--- config.mk ---
export PLATFORM = sky130hd
export DESIGN_NAME = fam_lsu_pipe
export DESIGN_NICKNAME = d
export VERILOG_FILES = /design/src/rtl/fam_lsu_pipe.sv
export SDC_FILE = /design/constraint.sdc
export NUM_CORES = 1
export LEC_CHECK = 0
export ABC_AREA = 1
export CORE_ASPECT_RATIO = 1.5
export CORE_MARGIN = 5
export CORE_UTILIZATION = 54
export CTS_CLUSTER_SIZE = 24
export DETAILED_ROUTE_END_ITERATION = 10
export PLACE_DENSITY = 0.87
export SYNTH_ARGS = -nofsm -noshare
export SYNTH_HDL_FRONTEND = slang
export SYNTH_SLANG_ARGS = --single-unit
--- constraint.sdc ---
create_clock -name clk -period 18.9 [get_ports clk]
set_input_delay 4.725 -clock clk [delete_from_list [all_inputs] [get_ports clk]]
set_output_delay 4.725 -clock clk [all_outputs]
set_load 0.01 [all_outputs]
--- src/rtl/fam_lsu_pipe.sv ---
// Execute/memory stage register: captures one instruction per cycle, runs loads/stores over a
// req/ack handshake with timeout, and drives the writeback bus. Option macro: FAM_LSU_MISALIGN_TRAP_EN.
module fam_lsu_pipe #(
  parameter int ADDR_W  = 32,
  parameter int TIMEOUT = 255,
  parameter int TO_W    = 8
) (
  input  logic              clk,
  input  logic              rst,
  input  logic              stop,
  input  logic              in_valid,
  output logic              in_ready,
  input  logic              in_num,
  input  logic [31:0]       in_pc,
  input  logic [ADDR_W-1:0] in_aluout,
  input  logic [31:0]       in_wdata,
  input  logic              in_dmwe,
  input  logic              in_dmsign,
  input  logic [1:0]        in_dmwidth,
  input  logic [1:0]        in_rfwsrc,
  input  logic              in_rfwe,
  input  logic [4:0]        in_rd,
  output logic              mem_req,
  output logic              mem_we,
  output logic [3:0]        mem_be,
  output logic [ADDR_W-1:0] mem_addr,
  output logic [31:0]       mem_wdata,
  input  logic [31:0]       mem_rdata,
  input  logic              mem_ack,
  output logic [38:0]       rfw,
  output logic              num_out,
  output logic              busy,
  output logic              mem_err
);

  typedef enum logic [1:0] {S_IDLE, S_ACCESS, S_HOLD} state_t;

  state_t            r_state, w_state_nxt;
  logic [ADDR_W-1:0] r_addr;
  logic [1:0]        r_width;
  logic              r_sign, r_dmwe, r_rfwe, r_num;
  logic [31:0]       r_wdata;
  logic [4:0]        r_rd;
  logic [TO_W-1:0]   r_to_cnt;
  logic [38:0]       r_rfw, r_pend;
  logic              r_num_out, r_mem_err;

  logic        w_accept, w_is_mem, w_trap, w_to_hit;
  logic [31:0] w_alu_data, w_shift, w_load;
  logic [38:0] w_mem_result;
  logic [3:0]  w_be;
  logic [31:0] w_lane;

  assign w_accept = in_valid && in_ready;
  assign w_is_mem = in_dmwe || (in_rfwsrc == 2'd2);
  assign w_to_hit = (r_state == S_ACCESS) && !mem_ack && (r_to_cnt == TO_W'(TIMEOUT - 1));

`ifdef FAM_LSU_MISALIGN_TRAP_EN
  logic w_misalign;
  assign w_misalign = (in_dmwidth == 2'd1) ? in_aluout[0] :
                      (in_dmwidth == 2'd0) ? 1'b0 : (in_aluout[1:0] != 2'b00);
  assign w_trap     = w_is_mem && w_misalign;
`else
  assign w_trap = 1'b0;
`endif

  assign w_alu_data = (in_rfwsrc == 2'd1) ? 32'(in_aluout) :
                      (in_rfwsrc == 2'd3) ? in_pc + 32'd4 : 32'd0;

  // Load data is lane-shifted down first, then extended by access width.
  assign w_shift = mem_rdata >> {r_addr[1:0], 3'b000};
  always_comb begin
    case (r_width)
      2'd0:    w_load = {{24{r_sign & w_shift[7]}}, w_shift[7:0]};
      2'd1:    w_load = {{16{r_sign & w_shift[15]}}, w_shift[15:0]};
      default: w_load = w_shift;
    endcase
  end
  assign w_mem_result = {r_rfwe && !r_dmwe, 1'b1, r_rd, r_dmwe ? 32'd0 : w_load};

  always_comb begin
    case (r_width)
      2'd0:    begin w_be = 4'b0001 << r_addr[1:0]; w_lane = {4{r_wdata[7:0]}};  end
      2'd1:    begin w_be = 4'b0011 << r_addr[1:0]; w_lane = {2{r_wdata[15:0]}}; end
      default: begin w_be = 4'b1111;                w_lane = r_wdata;            end
    endcase
  end

  // NOTE: non-blocking assignments in every clocked process so all registers sample pre-edge values.
  always_ff @(posedge clk or posedge rst) begin
    if (rst) r_state <= S_IDLE;
    else     r_state <= w_state_nxt;
  end

  // NOTE: default assignment first so no path through the case leaves the output unassigned (no latch).
  always_comb begin
    w_state_nxt = r_state;
    case (r_state)
      S_IDLE:   if (w_accept && w_is_mem && !w_trap) w_state_nxt = S_ACCESS;
      S_ACCESS: if (mem_ack)       w_state_nxt = stop ? S_HOLD : S_IDLE;
                else if (w_to_hit) w_state_nxt = S_IDLE;
      S_HOLD:   if (!stop)         w_state_nxt = S_IDLE;
      default:  w_state_nxt = S_IDLE;
    endcase
  end

  // Memory-side outputs are gated by state so reset clears them without a clock.
  always_comb begin
    in_ready  = (r_state == S_IDLE) && !stop;
    busy      = (r_state != S_IDLE);
    mem_req   = 1'b0;
    mem_we    = 1'b0;
    mem_be    = 4'b0000;
    mem_addr  = '0;
    mem_wdata = 32'd0;
    if (r_state == S_ACCESS) begin
      mem_req   = 1'b1;
      mem_we    = r_dmwe;
      mem_be    = w_be;
      mem_addr  = {r_addr[ADDR_W-1:2], 2'b00};
      mem_wdata = w_lane;
    end
  end

  assign rfw     = r_rfw;
  assign num_out = r_num_out;
  assign mem_err = r_mem_err;

  // NOTE: the captured operand registers are reset too, so nothing reaches the bus as X after reset.
  always_ff @(posedge clk or posedge rst) begin
    if (rst) begin
      r_addr    <= '0;
      r_width   <= 2'd0;
      r_sign    <= 1'b0;
      r_dmwe    <= 1'b0;
      r_rfwe    <= 1'b0;
      r_num     <= 1'b0;
      r_wdata   <= 32'd0;
      r_rd      <= 5'd0;
      r_to_cnt  <= '0;
      r_rfw     <= 39'd0;
      r_pend    <= 39'd0;
      r_num_out <= 1'b0;
      r_mem_err <= 1'b0;
    end else begin
      r_mem_err <= w_to_hit || (w_accept && w_trap);
      if (w_accept && w_is_mem) begin
        r_addr   <= in_aluout;
        r_width  <= in_dmwidth;
        r_sign   <= in_dmsign;
        r_dmwe   <= in_dmwe;
        r_rfwe   <= in_rfwe;
        r_num    <= in_num;
        r_wdata  <= in_wdata;
        r_rd     <= in_rd;
        r_to_cnt <= '0;
      end else if (r_state == S_ACCESS && !mem_ack) begin
        r_to_cnt <= r_to_cnt + TO_W'(1);
      end
      if (r_state == S_ACCESS && mem_ack && stop) r_pend <= w_mem_result;
      if (!stop) begin
        case (r_state)
          S_IDLE:
            if (w_accept && !w_is_mem) begin
              r_rfw     <= {in_rfwe, 1'b1, in_rd, w_alu_data};
              r_num_out <= in_num;
            end else if (w_accept && w_trap) begin
              r_rfw     <= {1'b0, 1'b1, in_rd, 32'd0};
              r_num_out <= in_num;
            end else begin
              r_rfw[38] <= 1'b0;
            end
          S_ACCESS:
            if (mem_ack) begin
              r_rfw     <= w_mem_result;
              r_num_out <= r_num;
            end else if (w_to_hit) begin
              r_rfw     <= {1'b0, 1'b1, r_rd, 32'd0};
              r_num_out <= r_num;
            end else begin
              r_rfw[38] <= 1'b0;
            end
          S_HOLD: begin
            r_rfw     <= r_pend;
            r_num_out <= r_num;
          end
          default: r_rfw[38] <= 1'b0;
        endcase
      end
    end
  end

endmodule

==> results.sh, run 1 <==
export IMPL_cts_hold_buf=0
export IMPL_cpMostUsedCell="clkdlybuf4s50_1"
export IMPL_grt_total_usage_pct=31.4
export IMPL_arrival_ns=5.85
export IMPL_drt_initial_drc_count=977
export IMPL_clk_pin_slew_ns=0.07
export IMPL_syn_area_per_cell_um2=6.63
export IMPL_portBuffers=256
export IMPL_htreeDepth=4
export IMPL_yosysWarnings=0
export IMPL_drive_above_1_share_pct=4.11
export IMPL_dr_total_vias=10600
export IMPL_grt_pass1_wl_um=53200
export IMPL_diodes=0
export IMPL_power_density_nw_per_um2=159
export IMPL_rows=60
export IMPL_gp_congestion=0.944
export IMPL_hpwl_um=24700
export IMPL_min_period_ns=10.57
export IMPL_grt_use_met3_pct=6.25
export IMPL_final_period_utilization_pct=55.9
export IMPL_crit_type="primary input to output pin"
export IMPL_busiest_layer="met2"
export IMPL_synth_fa_ha_area_share_pct=1.01
export IMPL_rsz0062_at_grt="false"
export IMPL_cp_end_kind="output pin"
export IMPL_postCtsSetupBuffers=0
export IMPL_grt_pass1_vias=10200
export IMPL_cellLeakagePower_nw=6.46
export IMPL_clk_latency_ns=0.43
export IMPL_timing_reg2reg_setup_slack_ns=15.36
export IMPL_worst_slack_ns=8.33
export IMPL_cts_buffer_depth=2
export IMPL_start_util_pct=55.0
export IMPL_start_kind="primary input"
export IMPL_worstReg2RegEnd="r_pend[2]$_DFFE_PP0P_"
export IMPL_slew_headroom_pct=16.6
export IMPL_synth_top_area_share_pct=41.8
export IMPL_yosysSeqAreaShare_pct=41.8
export IMPL_yosys_area_share_simple_pct=35.6
export IMPL_synth_area_leaders="dfrtp_1 (42%), nand2_1 (24%), o21ai_0 (6.5%)"
export IMPL_hold_path_depth=2
export IMPL_wl_per_cell_um=17.2
export IMPL_drc=0
export IMPL_min_from="r_pend[37]$_DFFE_PP0P_"
export IMPL_min_to="r_pend[37]$_DFFE_PP0P_"
export IMPL_mostFrequentLayoutCells="nand2_1 (618), clkdlybuf4s50_1 (256), dfrtp_1 (165), o21ai_0 (129), inv_1 (122)"
export IMPL_worst_slew_pin_slew_ns=1.25
export IMPL_irDropWorstVdd_mv=0.112
export IMPL_synth_top_family_by_area="simple AND/OR/NAND/NOR gates"
export IMPL_dr_pass1_iters=5
export IMPL_finalSetupViolCount=0
export IMPL_crit_family="buffers and inverters"
export IMPL_wl_um=32900
export IMPL_synthMuxAreaShare_pct=0.101
export IMPL_whs_ns=0.452
export IMPL_slowest_stage="clkdlybuf4s50_1"
export IMPL_dpl_worst_slack_ns=8.32
export IMPL_ys_ff_latch=165
export IMPL_r2r_cells=8
export IMPL_worstPathRequired_ns=14.18
export IMPL_maxSlewViolCount=0
export IMPL_tns_ns=0
export IMPL_r2r_start="r_state[1]$_DFFE_PP0P_"
export IMPL_nNetsFinal=1845
export IMPL_cts_tree="done"
export IMPL_critPathMaxStageDelay_ns=0.55
export IMPL_synth_area_um2=9870
export IMPL_final_common_cell="nand2_1"
export IMPL_final_antenna_net_count=0
export IMPL_clock_skew_ns=0.0133
export IMPL_die_y_um=176
export IMPL_met2_usage_pct=53.2
export IMPL_synth_cell_types=40
export IMPL_cts_made_buffers=17
export IMPL_timing_fmax_mhz=94.6
export IMPL_pin_count=259
export IMPL_cts_resized=0
export IMPL_cp_num_buf_inv=2
export IMPL_cap_viol_max_count=0
export IMPL_grt_use_met1_pct=38.9
export IMPL_synth_top_area_cell="dfrtp_1"
export IMPL_synth_xor_area_share_pct=0.266
export IMPL_syn2layout_area_growth_pct=31.8
export IMPL_core_um2=17900
export IMPL_critPathMaxFanout=4
export IMPL_syn_instance_count=1488
export IMPL_synth_compound_area_share_pct=12.4
export IMPL_cts_sinks=165
export IMPL_dieArea_um2=21100
export IMPL_antenna_found_initial=0
export IMPL_path_cells="clkdlybuf4s50_1 -> nor2_1 -> clkdlybuf4s50_1"
export IMPL_die_w_um=120
export IMPL_finalHoldViolations=0
export IMPL_status="complete, no violations"
export IMPL_via_per_inst=5.50
export IMPL_grt_ovfl_total=0
export IMPL_grt_start_max_net_pins=105
export IMPL_clockRootBuffer="clkbuf_16"
export IMPL_holdCritPathClass="flop to flop"
==> cell type report <==
class                           instances  area (um2)
Tap cell                              217         272
Multi-Input combinational cell       1112        4880
Inverter                              129         489
Fill cell                            1463        4930
Timing Repair Buffer                  266        2640
Sequential cell                       165        4130
Clock buffer                           18         439
Clock inverter                         14         161
==> state kept, by name, indices dropped and copies added (netlist names), 2 cells and up <==
register and flops:
r_addr 32, r_pend 39, r_rd 5, r_to_cnt 8, r_state 2, r_width 2, rfw 39, r_wdata 32
==> metal layers <==
metal  vias up  routed length (um)
met3        85                2450
met5         -                   0
met4         0                1380
met2       476               16100
met1      4897               13000
li1       5112                   -
==> logic make-up (layout without fill, tap and decap cells) <==
group,Yosys count,count (layout)
and+or+nand+nor,873,873
AOI/OAI and AO/OA,225,225
buffers and inverters,212,427
DFF,165,165
adders and majority gates,8,8
xor gates and xnor gates,3,3
other,1,2
muxes,1,1
==> where the power goes <==
part           total [mW]  switching [mW]  internal, mW
Sequential          0.643           0.124         0.519
Clock               0.352           0.161         0.191
Combinational        1.08           0.628         0.451
Total                2.07           0.913          1.16
==> stage by stage <==
| step | power [mW] | area [um2] | cells | util (%) |
|---|---|---|---|---|
| floorplan | 1.24 | 9870 | 1489 | - |
| finish | 2.07 | 13000 | 1921 | 72.5 |
| detailed placement | 1.71 | 12400 | 1889 | 69.2 |
| global placement | 1.68 | 12400 | 1889 | 69.2 |
| global route | 2.22 | 13000 | 1921 | 72.5 |
| CTS | 2.07 | 13000 | 1921 | 72.5 |
==> cell usage after synthesis (all sizes together) <==
cell type	number
mux2i	1
o211ai	7
nor2	124
ha	8
nand4	20
a31oi	7
and2	2
o21bai	1
a221oi	1
o22ai	12
o32ai	1
o221ai	1
o21a	1
and3	1
nor3	11
clkinv	2
o21ai	130
a22oi	4
conb	1
buf	40
clkbuf	43
or2	11
nand3	83
xor2	1
a41oi	1
inv	127
a21oi	59
nand2	621
dfrtp	165
xnor2	2
==> worst max-delay path by stage <==
| stage | from | end | slack (ns) | cells after the start |
|---|---|---|---|---|
| 3_5_place_dp | stop | in_ready | 8.32 | 3 |
| 4_1_cts | stop | in_ready | 8.32 | 3 |
| 2_1_floorplan | stop | in_ready | 9.28 | 1 |
| 5_1_grt | stop | in_ready | 8.27 | 3 |
| 3_3_place_gp | stop | in_ready | 8.34 | 3 |
| 6_report | stop | in_ready | 8.33 | 3 |
==> worst register-to-register path: stages (launching register included) <==
cell and delay (ns):
dfrtp_1 0.41, inv_1 0.12, ha_2 0.58, buf_4 0.46, nand2_1 0.33, nor2_2 0.15
buf_4 0.35, inv_1 0.64, o21ai_0 0.40
(Power assumes the default switching activity.)
==> inputs of run 2 (changes only) <==
CORE_UTILIZATION = 50   (was 54)
PLACE_DENSITY = 0.82   (was 0.87)
clock period = 10.7 ns   (was 18.9 ns; I/O delays follow)
==> run 2 against run 1 <==
  * Clock power is 88% higher
  * Clock skew is 0.0040 ns lower
  * Via count is 1.9% lower
  * Combinational power is 75% higher
  * Global-route usage is 2.0 points lower
  * Sequential share of layout area is 0.22 points lower
  * Register-to-register slack worse by 7.8 ns
  * Sequential power is 77% higher
  * Hold slack worse by 0.0043 ns
  * Design area is 0.71% higher
  * First-iteration DRC count is 3.5% lower
==> results.sh, run 2 (synthesis results as in run 1) <==
export IMPL_arrival_ns=3.80
export IMPL_cts_buffer_depth=2
export IMPL_power_density_nw_per_um2=282
export IMPL_grt_pass1_vias=10000
export IMPL_cp_end_kind="output pin"
export IMPL_core_um2=19600
export IMPL_htreeDepth=4
export IMPL_worst_slew_pin_slew_ns=1.20
export IMPL_cap_viol_max_count=0
export IMPL_timing_reg2reg_setup_slack_ns=7.53
export IMPL_finalHoldViolations=0
export IMPL_clock_skew_ns=0.00926
export IMPL_diodes=0
export IMPL_worstReg2RegEnd="rfw[26]$_DFFE_PP0P_"
export IMPL_start_util_pct=50.3
export IMPL_nNetsFinal=1846
export IMPL_r2r_cells=11
export IMPL_min_to="r_pend[37]$_DFFE_PP0P_"
export IMPL_hold_path_depth=2
export IMPL_grt_start_max_net_pins=97
export IMPL_dr_total_vias=10400
export IMPL_final_antenna_net_count=0
export IMPL_wl_per_cell_um=17.0
export IMPL_grt_ovfl_total=0
export IMPL_cts_tree="done"
export IMPL_drt_initial_drc_count=943
export IMPL_cellLeakagePower_nw=6.49
export IMPL_final_period_utilization_pct=60.6
export IMPL_die_w_um=125
export IMPL_irDropWorstVdd_mv=0.163
export IMPL_cts_made_buffers=17
export IMPL_cts_resized=0
export IMPL_pin_count=259
export IMPL_crit_type="primary input to output pin"
export IMPL_postCtsSetupBuffers=0
export IMPL_tns_ns=0
export IMPL_via_per_inst=5.28
export IMPL_final_common_cell="nand2_1"
export IMPL_wl_um=33300
export IMPL_cts_hold_buf=0
export IMPL_gp_congestion=0.933
export IMPL_min_from="r_pend[37]$_DFFE_PP0P_"
export IMPL_finalSetupViolCount=0
export IMPL_min_period_ns=6.48
export IMPL_hpwl_um=25000
export IMPL_grt_pass1_wl_um=53700
export IMPL_grt_total_usage_pct=29.4
export IMPL_clk_latency_ns=0.43
export IMPL_drc=0
export IMPL_clk_pin_slew_ns=0.07
export IMPL_fin_util_pct=66.7
export IMPL_dieArea_um2=22700
export IMPL_syn2layout_area_growth_pct=32.7
export IMPL_status="complete, no violations"
export IMPL_rsz0062_at_grt="false"
export IMPL_antenna_found_initial=0
export IMPL_mostFrequentLayoutCells="nand2_1 (618), clkdlybuf4s50_1 (256), dfrtp_1 (165), o21ai_0 (129), inv_1 (122)"
export IMPL_slew_headroom_pct=19.7
export IMPL_die_y_um=182
export IMPL_drive_above_1_share_pct=4.05
export IMPL_dr_pass1_iters=6
export IMPL_critPathMaxFanout=4
export IMPL_maxSlewViolCount=0
export IMPL_portBuffers=256
export IMPL_cts_sinks=165
export IMPL_worstPathRequired_ns=8.03
export IMPL_timing_fmax_mhz=154
export IMPL_rows=63
export IMPL_start_kind="primary input"
export IMPL_nFillCells=1748
export IMPL_clockRootBuffer="clkbuf_16"
export IMPL_r2r_start="r_state[1]$_DFFE_PP0P_"
export IMPL_holdCritPathClass="flop to flop"
-- run 2: worst max path at each step --
stage | cells past startpoint | startpoint | to
detailed placement | 3 | stop | in_ready
finish | 3 | stop | in_ready
floorplan | 1 | rst | mem_err$_DFF_PP0_
global route | 3 | stop | in_ready
global placement | 3 | stop | in_ready
CTS | 3 | stop | in_ready
-- run 2: layout make-up --
class                           count  area [um2]  share of cell area [%]
Clock inverter                     13         198                    1.51
Sequential cell                   165        4130                    31.5
Inverter                          129         489                    3.73
Multi-Input combinational cell   1112        4890                    37.3
Timing Repair Buffer              267        2650                    20.2
Tap cell                          260         325                    2.48
Clock buffer                       18         429                    3.28
-- run 2: layer usage --
metal  track usage (%)  vias to the layer above  part of all wire (%)
met5                 0                        -                     0
met4              11.5                        0                   3.9
met3              5.48                       68                   6.5
met2              49.0                      449                    48
met1              38.1                     4754                    42
li1                  -                     5097                     -
-- run 2: through the flow --
step	instances	setup WS [ns]	hold WS [ns]	total power, mW	instance area, um2
6_report	1964	4.22	0.448	3.69	13100
3_5_place_dp	1933	4.21	0.436	3.03	12500
4_1_cts	1964	4.21	0.452	3.70	13100
3_3_place_gp	1933	4.23	0.433	2.99	12500
2_1_floorplan	1489	3.56	0.420	2.20	9870
5_1_grt	1964	4.17	0.466	3.97	13100
-- run 2: worst max-delay path, stage by stage --
cell and delay (ns):
clkdlybuf4s50_1 0.46, nor2_1 0.13, clkdlybuf4s50_1 0.55
-- run 2: power breakdown --
group          total (mW)  switching, mW  leakage, nW  internal [mW]
registers            1.14          0.226         2.08          0.916
clock network       0.662          0.268        0.310          0.394
logic                1.89           1.09         4.10          0.797
